$ cat src/rtl/reg_bank_if.sv
// Bus-side signal bundle for reg_bank: write/increment/clear requests, acknowledge, error and
// registered read port. The master drives requests; the slave (reg_bank) answers.
interface reg_bank_if #(
   parameter int unsigned DW = 16,
   parameter int unsigned SW = 4
);
   logic          wr_req;
   logic [SW-1:0] wr_sel;
   logic [DW-1:0] wr_data;
   logic          wr_ack;
   logic          sel_err;
   logic          inc_en;
   logic [SW-1:0] inc_sel;
   logic          clr_en;
   logic [SW-1:0] clr_sel;
   logic [SW-1:0] rd_sel;
   logic [DW-1:0] rd_data;

   modport master (
      output wr_req, wr_sel, wr_data, inc_en, inc_sel, clr_en, clr_sel, rd_sel,
      input  wr_ack, sel_err, rd_data
   );

   modport slave (
      input  wr_req, wr_sel, wr_data, inc_en, inc_sel, clr_en, clr_sel, rd_sel,
      output wr_ack, sel_err, rd_data
   );
endinterface

$ cat src/rtl/reg_bank.sv
// Architectural register set with write/increment/clear micro-ops and one registered read port.
// Define REG_BANK_PC_EN to add the PC register at select 1001.
module reg_bank #(
   parameter int unsigned DW = 16,
   parameter int unsigned SW = 4
) (
   input  logic          clk,
   input  logic          rst,
   reg_bank_if.slave     bus,
   output logic [DW-1:0] AR,
   output logic [DW-1:0] DR,
   output logic [DW-1:0] R1,
   output logic [DW-1:0] R2,
   output logic [DW-1:0] R3,
   output logic [DW-1:0] RA,
   output logic [DW-1:0] RB,
   output logic [DW-1:0] RC,
   output logic [DW-1:0] AC,
   output logic [DW-1:0] IR,
`ifdef REG_BANK_PC_EN
   output logic [DW-1:0] PC,
`endif
   output logic          ac_zero
);

   localparam int unsigned NumRegs = 11;
   localparam int unsigned IdxAc   = 8;
   localparam int unsigned IdxPc   = 9;
`ifdef REG_BANK_PC_EN
   localparam bit PcEn = 1'b1;
`else
   localparam bit PcEn = 1'b0;
`endif

   function automatic logic sel_valid(input logic [SW-1:0] sel);
      return (sel <= SW'(NumRegs - 1)) && ((sel != SW'(IdxPc)) || PcEn);
   endfunction

   logic [DW-1:0] regs_q [NumRegs];
   logic [DW-1:0] regs_d [NumRegs];
   logic [DW-1:0] rd_q, rd_d;
   logic          wr_ack_q, sel_err_q;

   // Per-register priority: clear beats write beats increment.
   always_comb begin
      rd_d = '0;
      for (int i = 0; i < NumRegs; i++) begin
         regs_d[i] = '0;
         if (sel_valid(SW'(i))) begin
            regs_d[i] = regs_q[i];
            if (bus.rd_sel == SW'(i)) begin
               rd_d = regs_q[i];
            end
            if (bus.clr_en && (bus.clr_sel == SW'(i))) begin
               regs_d[i] = '0;
            end else if (bus.wr_req && (bus.wr_sel == SW'(i))) begin
               regs_d[i] = bus.wr_data;
            end else if (bus.inc_en && (bus.inc_sel == SW'(i))) begin
               regs_d[i] = regs_q[i] + DW'(1);
            end
         end
      end
   end

   always_ff @(posedge clk) begin
      if (rst) begin
         for (int i = 0; i < NumRegs; i++) begin
            regs_q[i] <= '0;
         end
         rd_q      <= '0;
         wr_ack_q  <= 1'b0;
         sel_err_q <= 1'b0;
      end else begin
         for (int i = 0; i < NumRegs; i++) begin
            regs_q[i] <= regs_d[i];
         end
         rd_q      <= rd_d;
         wr_ack_q  <= bus.wr_req;
         sel_err_q <= bus.wr_req && !sel_valid(bus.wr_sel);
      end
   end

   assign bus.wr_ack  = wr_ack_q;
   assign bus.sel_err = sel_err_q;
   assign bus.rd_data = rd_q;

   assign AR = regs_q[0];
   assign DR = regs_q[1];
   assign R1 = regs_q[2];
   assign R2 = regs_q[3];
   assign R3 = regs_q[4];
   assign RA = regs_q[5];
   assign RB = regs_q[6];
   assign RC = regs_q[7];
   assign AC = regs_q[IdxAc];
   assign IR = regs_q[10];
`ifdef REG_BANK_PC_EN
   assign PC = regs_q[IdxPc];
`endif

   assign ac_zero = (regs_q[IdxAc] == '0);

endmodule
$ cat src/flat_wrapper.sv
// flat-port wrapper written by rule: the top's interface ports become plain ports
module reg_bank_flat 
#(
   parameter int unsigned DW = 16,
   parameter int unsigned SW = 4
)
  (clk, rst, AR, DR, R1, R2, R3, RA, RB, RC, AC, IR, ac_zero, bus_wr_req, bus_wr_sel, bus_wr_data, bus_inc_en, bus_inc_sel, bus_clr_en, bus_clr_sel, bus_rd_sel, bus_wr_ack, bus_sel_err, bus_rd_data);
  reg_bank_if #(.DW(DW), .SW(SW)) bus_i ();
  input  logic clk;
  input  logic rst;
  output logic [DW-1:0] AR;
  output logic [DW-1:0] DR;
  output logic [DW-1:0] R1;
  output logic [DW-1:0] R2;
  output logic [DW-1:0] R3;
  output logic [DW-1:0] RA;
  output logic [DW-1:0] RB;
  output logic [DW-1:0] RC;
  output logic [DW-1:0] AC;
  output logic [DW-1:0] IR;
  output logic ac_zero;
  input wire logic [$bits(bus_i.wr_req)-1:0] bus_wr_req;
  input wire logic [$bits(bus_i.wr_sel)-1:0] bus_wr_sel;
  input wire logic [$bits(bus_i.wr_data)-1:0] bus_wr_data;
  input wire logic [$bits(bus_i.inc_en)-1:0] bus_inc_en;
  input wire logic [$bits(bus_i.inc_sel)-1:0] bus_inc_sel;
  input wire logic [$bits(bus_i.clr_en)-1:0] bus_clr_en;
  input wire logic [$bits(bus_i.clr_sel)-1:0] bus_clr_sel;
  input wire logic [$bits(bus_i.rd_sel)-1:0] bus_rd_sel;
  output wire logic [$bits(bus_i.wr_ack)-1:0] bus_wr_ack;
  output wire logic [$bits(bus_i.sel_err)-1:0] bus_sel_err;
  output wire logic [$bits(bus_i.rd_data)-1:0] bus_rd_data;
  assign bus_i.wr_req = bus_wr_req;
  assign bus_i.wr_sel = bus_wr_sel;
  assign bus_i.wr_data = bus_wr_data;
  assign bus_i.inc_en = bus_inc_en;
  assign bus_i.inc_sel = bus_inc_sel;
  assign bus_i.clr_en = bus_clr_en;
  assign bus_i.clr_sel = bus_clr_sel;
  assign bus_i.rd_sel = bus_rd_sel;
  assign bus_wr_ack = bus_i.wr_ack;
  assign bus_sel_err = bus_i.sel_err;
  assign bus_rd_data = bus_i.rd_data;
  reg_bank #(.DW(DW), .SW(SW)) u_core (.clk(clk), .rst(rst), .bus(bus_i), .AR(AR), .DR(DR), .R1(R1), .R2(R2), .R3(R3), .RA(RA), .RB(RB), .RC(RC), .AC(AC), .IR(IR), .ac_zero(ac_zero));
endmodule
$ cat config.mk
export PLATFORM = sky130hd
export DESIGN_NAME = reg_bank_flat
export DESIGN_NICKNAME = d
export VERILOG_FILES = /design/src/rtl/reg_bank_if.sv /design/src/rtl/reg_bank.sv /design/src/flat_wrapper.sv
export SDC_FILE = /design/constraint.sdc
export NUM_CORES = 1
export LEC_CHECK = 0
export BUFFER_PORTS_ARGS = -buffer_cell sky130_fd_sc_hd__buf_2
export CORE_ASPECT_RATIO = 0.6
export CORE_MARGIN = 4
export CORE_UTILIZATION = 35
export CTS_BUF_LIST = sky130_fd_sc_hd__clkbuf_4
export DETAILED_ROUTE_END_ITERATION = 7
export PLACE_DENSITY = 0.6
export SYNTH_ARGS = -nofsm -noshare
export SYNTH_HDL_FRONTEND = slang
export SYNTH_SLANG_ARGS = --single-unit
$ cat constraint.sdc
create_clock -name clk -period 2.75 [get_ports clk]
set_input_delay 0.1375 -clock clk [delete_from_list [all_inputs] [get_ports clk]]
set_output_delay 0.1375 -clock clk [all_outputs]
set_load 0.005 [all_outputs]
==> results of run 1 <==
==> flip-flops by register name, summed over array words and instances, names as in the netlist <==
name                flops
u_core.bus.rd_data     16
u_core.bus.wr_ack       1
u_core.regs_q         160
u_core.bus.sel_err      1
==> power breakdown <==
group	switching, mW	internal [mW]
clock network	0.980	0.723
registers	0.113	2.64
logic	0.445	0.238
==> metrics by stage <==
step | std cells | setup WS (ps) | utilization, % | instance area (µm²)
floorplan | 1332 | 737 | - | 10700
finish | 1949 | 596 | 42.0 | 12600
CTS | 1947 | 606 | 42.0 | 12600
detailed placement | 1893 | 449 | 40.2 | 12000
global placement | 1893 | 531 | 40.2 | 12000
global route | 1947 | 493 | 42.0 | 12600
==> cell families (layout without fill, tap and decap cells) <==
family | Yosys count | after routing | synth area share, %
buffers and inverters | 120 | 327 | 4.78
and+or+nand+nor | 491 | 491 | 23.2
muxes | 41 | 41 | 4.23
DFF | 178 | 178 | 33.5
adders and majority gates | 11 | 11 | 1.29
xor gates and xnor gates | 148 | 148 | 12.2
other | 0 | 2 | 0
AOI/OAI and AO/OA | 343 | 343 | 20.9
==> cells in the mapped netlist, drive strengths merged, types with 3 or more instances <==
library cell  number
a211oi           109
dfxtp            178
nand2b             8
and2               9
a21oi             80
a311oi             4
nor2             148
nor3              43
buf               26
mux2              12
o21ai             76
nand3b             9
or3b               3
o32a               3
clkbuf            59
o22ai             10
and3b              9
a22oi             13
xor2              69
nor4              20
ha                11
o221a              3
xnor2             79
and4              15
nor2b             15
a222oi             4
nand3             52
o211ai             3
nor4b              3
nand4             33
and3              11
o31ai              3
a31oi              8
inv               34
nor3b              6
nand2             96
mux2i             27
a221oi             5
a21o              11
or3                5
==> layout by cell type, fill, tap and decap left out, types with 33 or more instances in the layout <==
cell	instances
xnor2_1	79
dfxtp_1	178
nand4_1	33
inv_1	34
nor2_1	148
o21ai_0	76
nand2_1	96
buf_2	215
nor3_1	43
xor2_1	69
nand3_1	52
a21oi_1	80
a211oi_1	107
==> metal layers <==
metal | part of all wire [%] | global-route usage, %
met1 | 46 | 43.6
met2 | 39 | 37.9
met3 | 14 | 9.75
met4 | 1.6 | 5.09
met5 | 0.081 | 0
==> worst min path at each step <==
stage,to,slack [ps]
2_1_floorplan,u_core.bus.sel_err,280
6_report,u_core.regs_q[0][11],170
3_3_place_gp,u_core.bus.sel_err,480
5_1_grt,u_core.regs_q[0][7],190
4_1_cts,u_core.regs_q[0][15],120
3_5_place_dp,u_core.bus.sel_err,470
==> worst max-delay path: stages (launching register included) <==
cell and delay, ps:
dfxtp_1 450, or3b_4 440, or4_4 580, nor4_2 270
xnor2_1 110, a211oi_2 230
==> layout make-up <==
type                            count  area [µm²]
Sequential cell                   178        3560
Clock inverter                     12         165
Tap cell                          408         510
Multi-Input combinational cell   1034        6580
Fill cell                        3112       17400
Inverter                           34         128
Timing Repair Buffer              262        1500
Antenna cell                        2        5.00
Clock buffer                       19         143
==> metrics.txt, run 1 <==
status=finished clean; drt first pass iters=7; Yosys reg bits=around 180; Worst VDD drop=roughly 230 µV; Sink Count=178; GR Util All Layers=28.4%; Max Cap Viol=0; post_cts resized=0; DRC=0; Nets=between 1500 and 2000; total gr overflow=0; CTS root buffer=clkbuf_4; Slew Viols, Final=0; Worst R2R Start=u_core.regs_q[8][2]; post-synth top area share=33.5%; layout cell share with drive strength beyond 1=19.3%; 1st-iter DRT viols=1506; GP Congestion=0.990; CP endpoint=u_core.regs_q[8][11]; number of distinct library cells after synthesis=65; Syn Area/Cell=around 8.0 µm²; Area Growth Syn to Fin=18.2%; I/O pins=216; Period Utilization, post-route=between 70% and 80%; reg-to-reg endpoint=u_core.regs_q[8][11]; Clock Latency Late Sink=approximately 650 ps; Worst Reg-to-Reg Cells=5; setup repair after global routing missed its margin=false; core area=30000 µm²; reg2reg setup slack=600 ps; buffers inserted by post-CTS timing repair=0; Chip Height=143 µm; Synth area leader=dfxtp_1; Hold Crit Class=input pin to register; Mapped Cells=around 1300; initial antenna violation count=4; syn nets=1380; post-synthesis sequential area ratio=roughly a third; worst-case clock skew=24.0 ps; Routed Wire Length=48200 µm; CTS HTree Levels=4; worst path arrival time=~2700 ps; largest net degree at the start of global routing=37; CP startpoint=u_core.regs_q[8][2]; total CTS buffers=17; EDFF count, synth=0; Peak Freq=464 MHz; post-route ant nets=0; Hold Path Origin=bus_wr_sel[1]; critical path type=register to register; Rows=49; max_slew headroom=25.6%; DR WL/cell=24.8 µm; initial cell density of the core=35.5%; Crit. End Element=register; Die Area=33400 µm²; final setup violation count=0; die width=233 µm; Pleak=approximately 4.8 nW; Cell Area, Synth=around 11000 µm²; Clock Tree Buf Depth=2; minimum clock period=around 2200 ps; cts hold-fix bufs=23; Final HPWL DP=about 36000 µm; I/O Buffers=215; CTS tree=done; global-route wire length before repair=69400 µm; DR vias=approximately 11000; data required time at the worst endpoint=3310 ps; Ys Warns=0; final hold vios=0; DR vias/cell=~5.9; Setup crit start kind=register; crit-path max FO=10; Worst Tran Pin Value=1110 ps; Hold WS=around 170 ps; asr flop ratio synth=0%; Setup TNS=0 ps; power per cell area=408 nW/µm²; clock-pin slew on the worst setup and hold paths=160 ps; Hold Crit Depth=5; number of global-route vias before repair=10100; largest cells by area after synthesis=dfxtp_1 (33%), a211oi_1 (7.5%), xnor2_1 (6.5%); Design Power=5.14 mW; ys flop type=dfxtp_1
Note: power is estimated with default switching activity, not from simulation.
==> inputs of run 2 (changes only) <==
Settings changed: ABC_AREA from default to 1, PLACE_DENSITY 0.6 to 0.61.
Clock period 2.75 ns to 1.7 ns, I/O delays scaled along.
==> metrics.txt, run 2 <==
GR Util All Layers=29.6% (+1.2 points); drt first pass iters=6 (-1); number of distinct library cells after synthesis=41 (-37%); final setup violation count=1 (+1); Routed Wire Length=56700 µm (+18%); Clock Latency Late Sink=660 ps (about the same); GP Congestion=1.05 (+5.6%); I/O pins=216 (unchanged); Yosys reg bits=178 (unchanged); DR vias=14700 (+28%); setup repair after global routing missed its margin=true; DR vias/cell=5.38 (-8.4%); CTS tree=done; Hold Crit Class=input pin to register; Die Area=37200 µm² (+11%); Slew Viols, Final=0 (unchanged); total CTS buffers=17 (unchanged); Worst VDD drop=385 µV (+65%); Final HPWL DP=45100 µm (+25%); post-synthesis sequential area ratio=29.9% (-3.6 points); Mapped Cells=1903 (+43%); final hold vios=0 (unchanged); Worst Tran Pin Value=593 ps (-520 ps); Crit. End Element=output port; status=finished, violations left; Filler cells=3603 (+16%); Synth area leader=dfxtp_1; max_slew headroom=60.3% (+35 points); WL met3=7920 µm (+21%); Setup crit start kind=register; Max Cap Viol=0 (unchanged); WL met2=21400 µm (+15%); largest cells by area after synthesis=dfxtp_1 (30%), nand2_1 (14%), inv_1 (7.9%); Period Utilization, post-route=119%; I/O Buffers=215 (unchanged); CTS HTree Levels=4 (unchanged); asr flop ratio synth=0% (unchanged); number of global-route vias before repair=12900 (+27%); core area=33600 µm² (+12%); Chip Height=151 µm (+5.5%); Area Growth Syn to Fin=26.4%; crit-path max FO=4 (-6); violated checks=setup timing; EDFF count, synth=0 (unchanged); minimum clock period=approximately 2000 ps; CTS root buffer=clkbuf_4; critical path type=register to output port; die width=246 µm (+5.6%); max FFs per register=160 (unchanged); M1 WL=25700 µm (+16%); Syn Area/Cell=6.27 µm² (-22%); initial cell density of the core=35.5% (-0.053 points); Clock Tree Buf Depth=2 (unchanged); global-route wire length before repair=81600 µm (+18%); power per cell area=538 nW/µm² (+32%); Pleak=6.67 nW (+40%); Largest Register=u_core.regs_q; total gr overflow=0 (unchanged); post-route setup slack=-325 ps (-922 ps); count leader, synth=nand2_1; post-route ant nets=0 (unchanged); data required time at the worst endpoint=1620 ps (-1690 ps); initial antenna violation count=3 (-1); worst path arrival time=1940 ps (-780 ps); most common cell after layout, fill and taps aside=nand2_1; largest net degree at the start of global routing=24 (-35%); DRC=0 (unchanged); DR WL/cell=20.8 µm (-16%); Placed Area=14400 µm² (+19%); top sig layer=met5; Ys Warns=0 (unchanged); post-synth top area share=29.9% (-3.6 points); layout cell share with drive strength beyond 1=22.9% (+3.6 points); Cell Area, Synth=11900 µm² (+12%); Nets=2303 (+46%); final instance area=15100 µm² (+20%); 1st-iter DRT viols=2030 (+35%); pre-CTS WS=-13.3 ps (-462 ps); clock-pin slew on the worst setup and hold paths=160 ps (about the same); worst-case clock skew=27.2 ps (+3.20 ps); commonest cells after routing, fill and taps aside=nand2_1 (444), inv_1 (249), buf_2 (214); syn nets=1951 (+41%); ys flop type=dfxtp_1; synth cell count leaders=nand2_1 (444), inv_1 (250), nor2_1 (203); Sink Count=178 (unchanged); Peak Freq=just under 500 MHz; Rows=52 (+6.1%)
==> run 2: routing by layer <==
| layer | up-vias | GRT usage (%) |
|---|---|---|
| met5 | - | 0 |
| met4 | 4 | 8.19 |
| met3 | 104 | 11.4 |
| met2 | 860 | 39.2 |
| met1 | 6793 | 43.9 |
| li1 | 6924 | - |
==> run 2: final cells by class <==
type / count / area (µm²) / share of cell area, %
inverter: 280 / 1050 / 6.97
tap: 459 / 574 / 3.81
clock buffer: 20 / 150 / 0.996
sequential: 178 / 3600 / 23.9
antenna: 2 / 5.00 / 0.0332
multi-input combinational: 1394 / 7150 / 47.4
clock inverter: 12 / 116 / 0.772
timing repair buffer: 384 / 2430 / 16.1
==> run 2: report_power, final <==
| group | switching, mW | internal [mW] |
|---|---|---|
| clock | 1.65 | 0.898 |
| sequential | 0.102 | 4.26 |
| combinational | 0.801 | 0.405 |
| total | 2.55 | 5.56 |
==> run 2: cells by family after synthesis <==
| family | after synthesis | synth area share [%] |
|---|---|---|
| adders and majority gates | 11 | 1.15 |
| and+or+nand+nor | 944 | 35.3 |
| AOI/OAI and AO/OA | 346 | 15.8 |
| xor gates and xnor gates | 93 | 6.83 |
| buffers and inverters | 331 | 11.0 |
| DFF | 178 | 29.9 |
==> run 2: final timing paths <==
kind | depth (start not counted) | from | to | slack, ps
max | 4 | u_core.regs_q[8][4] | ac_zero | -330
min reg2reg | 2 | u_core.regs_q[5][1] | u_core.regs_q[5][1] | 520
max reg2reg | 7 | u_core.regs_q[5][0] | u_core.regs_q[5][11] | 80
min | 6 | bus_wr_sel[3] | u_core.regs_q[5][13] | 30
==> run 2: what timing repair did <==
action,CTS,global route
endpoints found under the hold margin,88,0
hold buffers,30,0
setup endpoints to repair,3,50
pin swaps,0,3
buffers inserted,0,1
gates resized for setup,4,50
==> run 2: through the flow <==
step                util, %  TNS, ps  instances  hold WS, ps  power [mW]
floorplan                 -        0       1903          234        4.96
global placement       42.7     -106       2664          372        5.54
detailed placement     42.7    -13.3       2664          376        5.55
CTS                    44.4     -366       2726         2.25        8.08
global route           44.8     -445       2729         19.5        8.40
finish                 44.8     -325       2729         29.2        8.11
==> run 2: worst max-delay path: stages, from the launching register on <==
cell	delay (ps)
dfxtp_2	380
buf_4	160
or4_1	420
nor4_2	170
buf_2	160
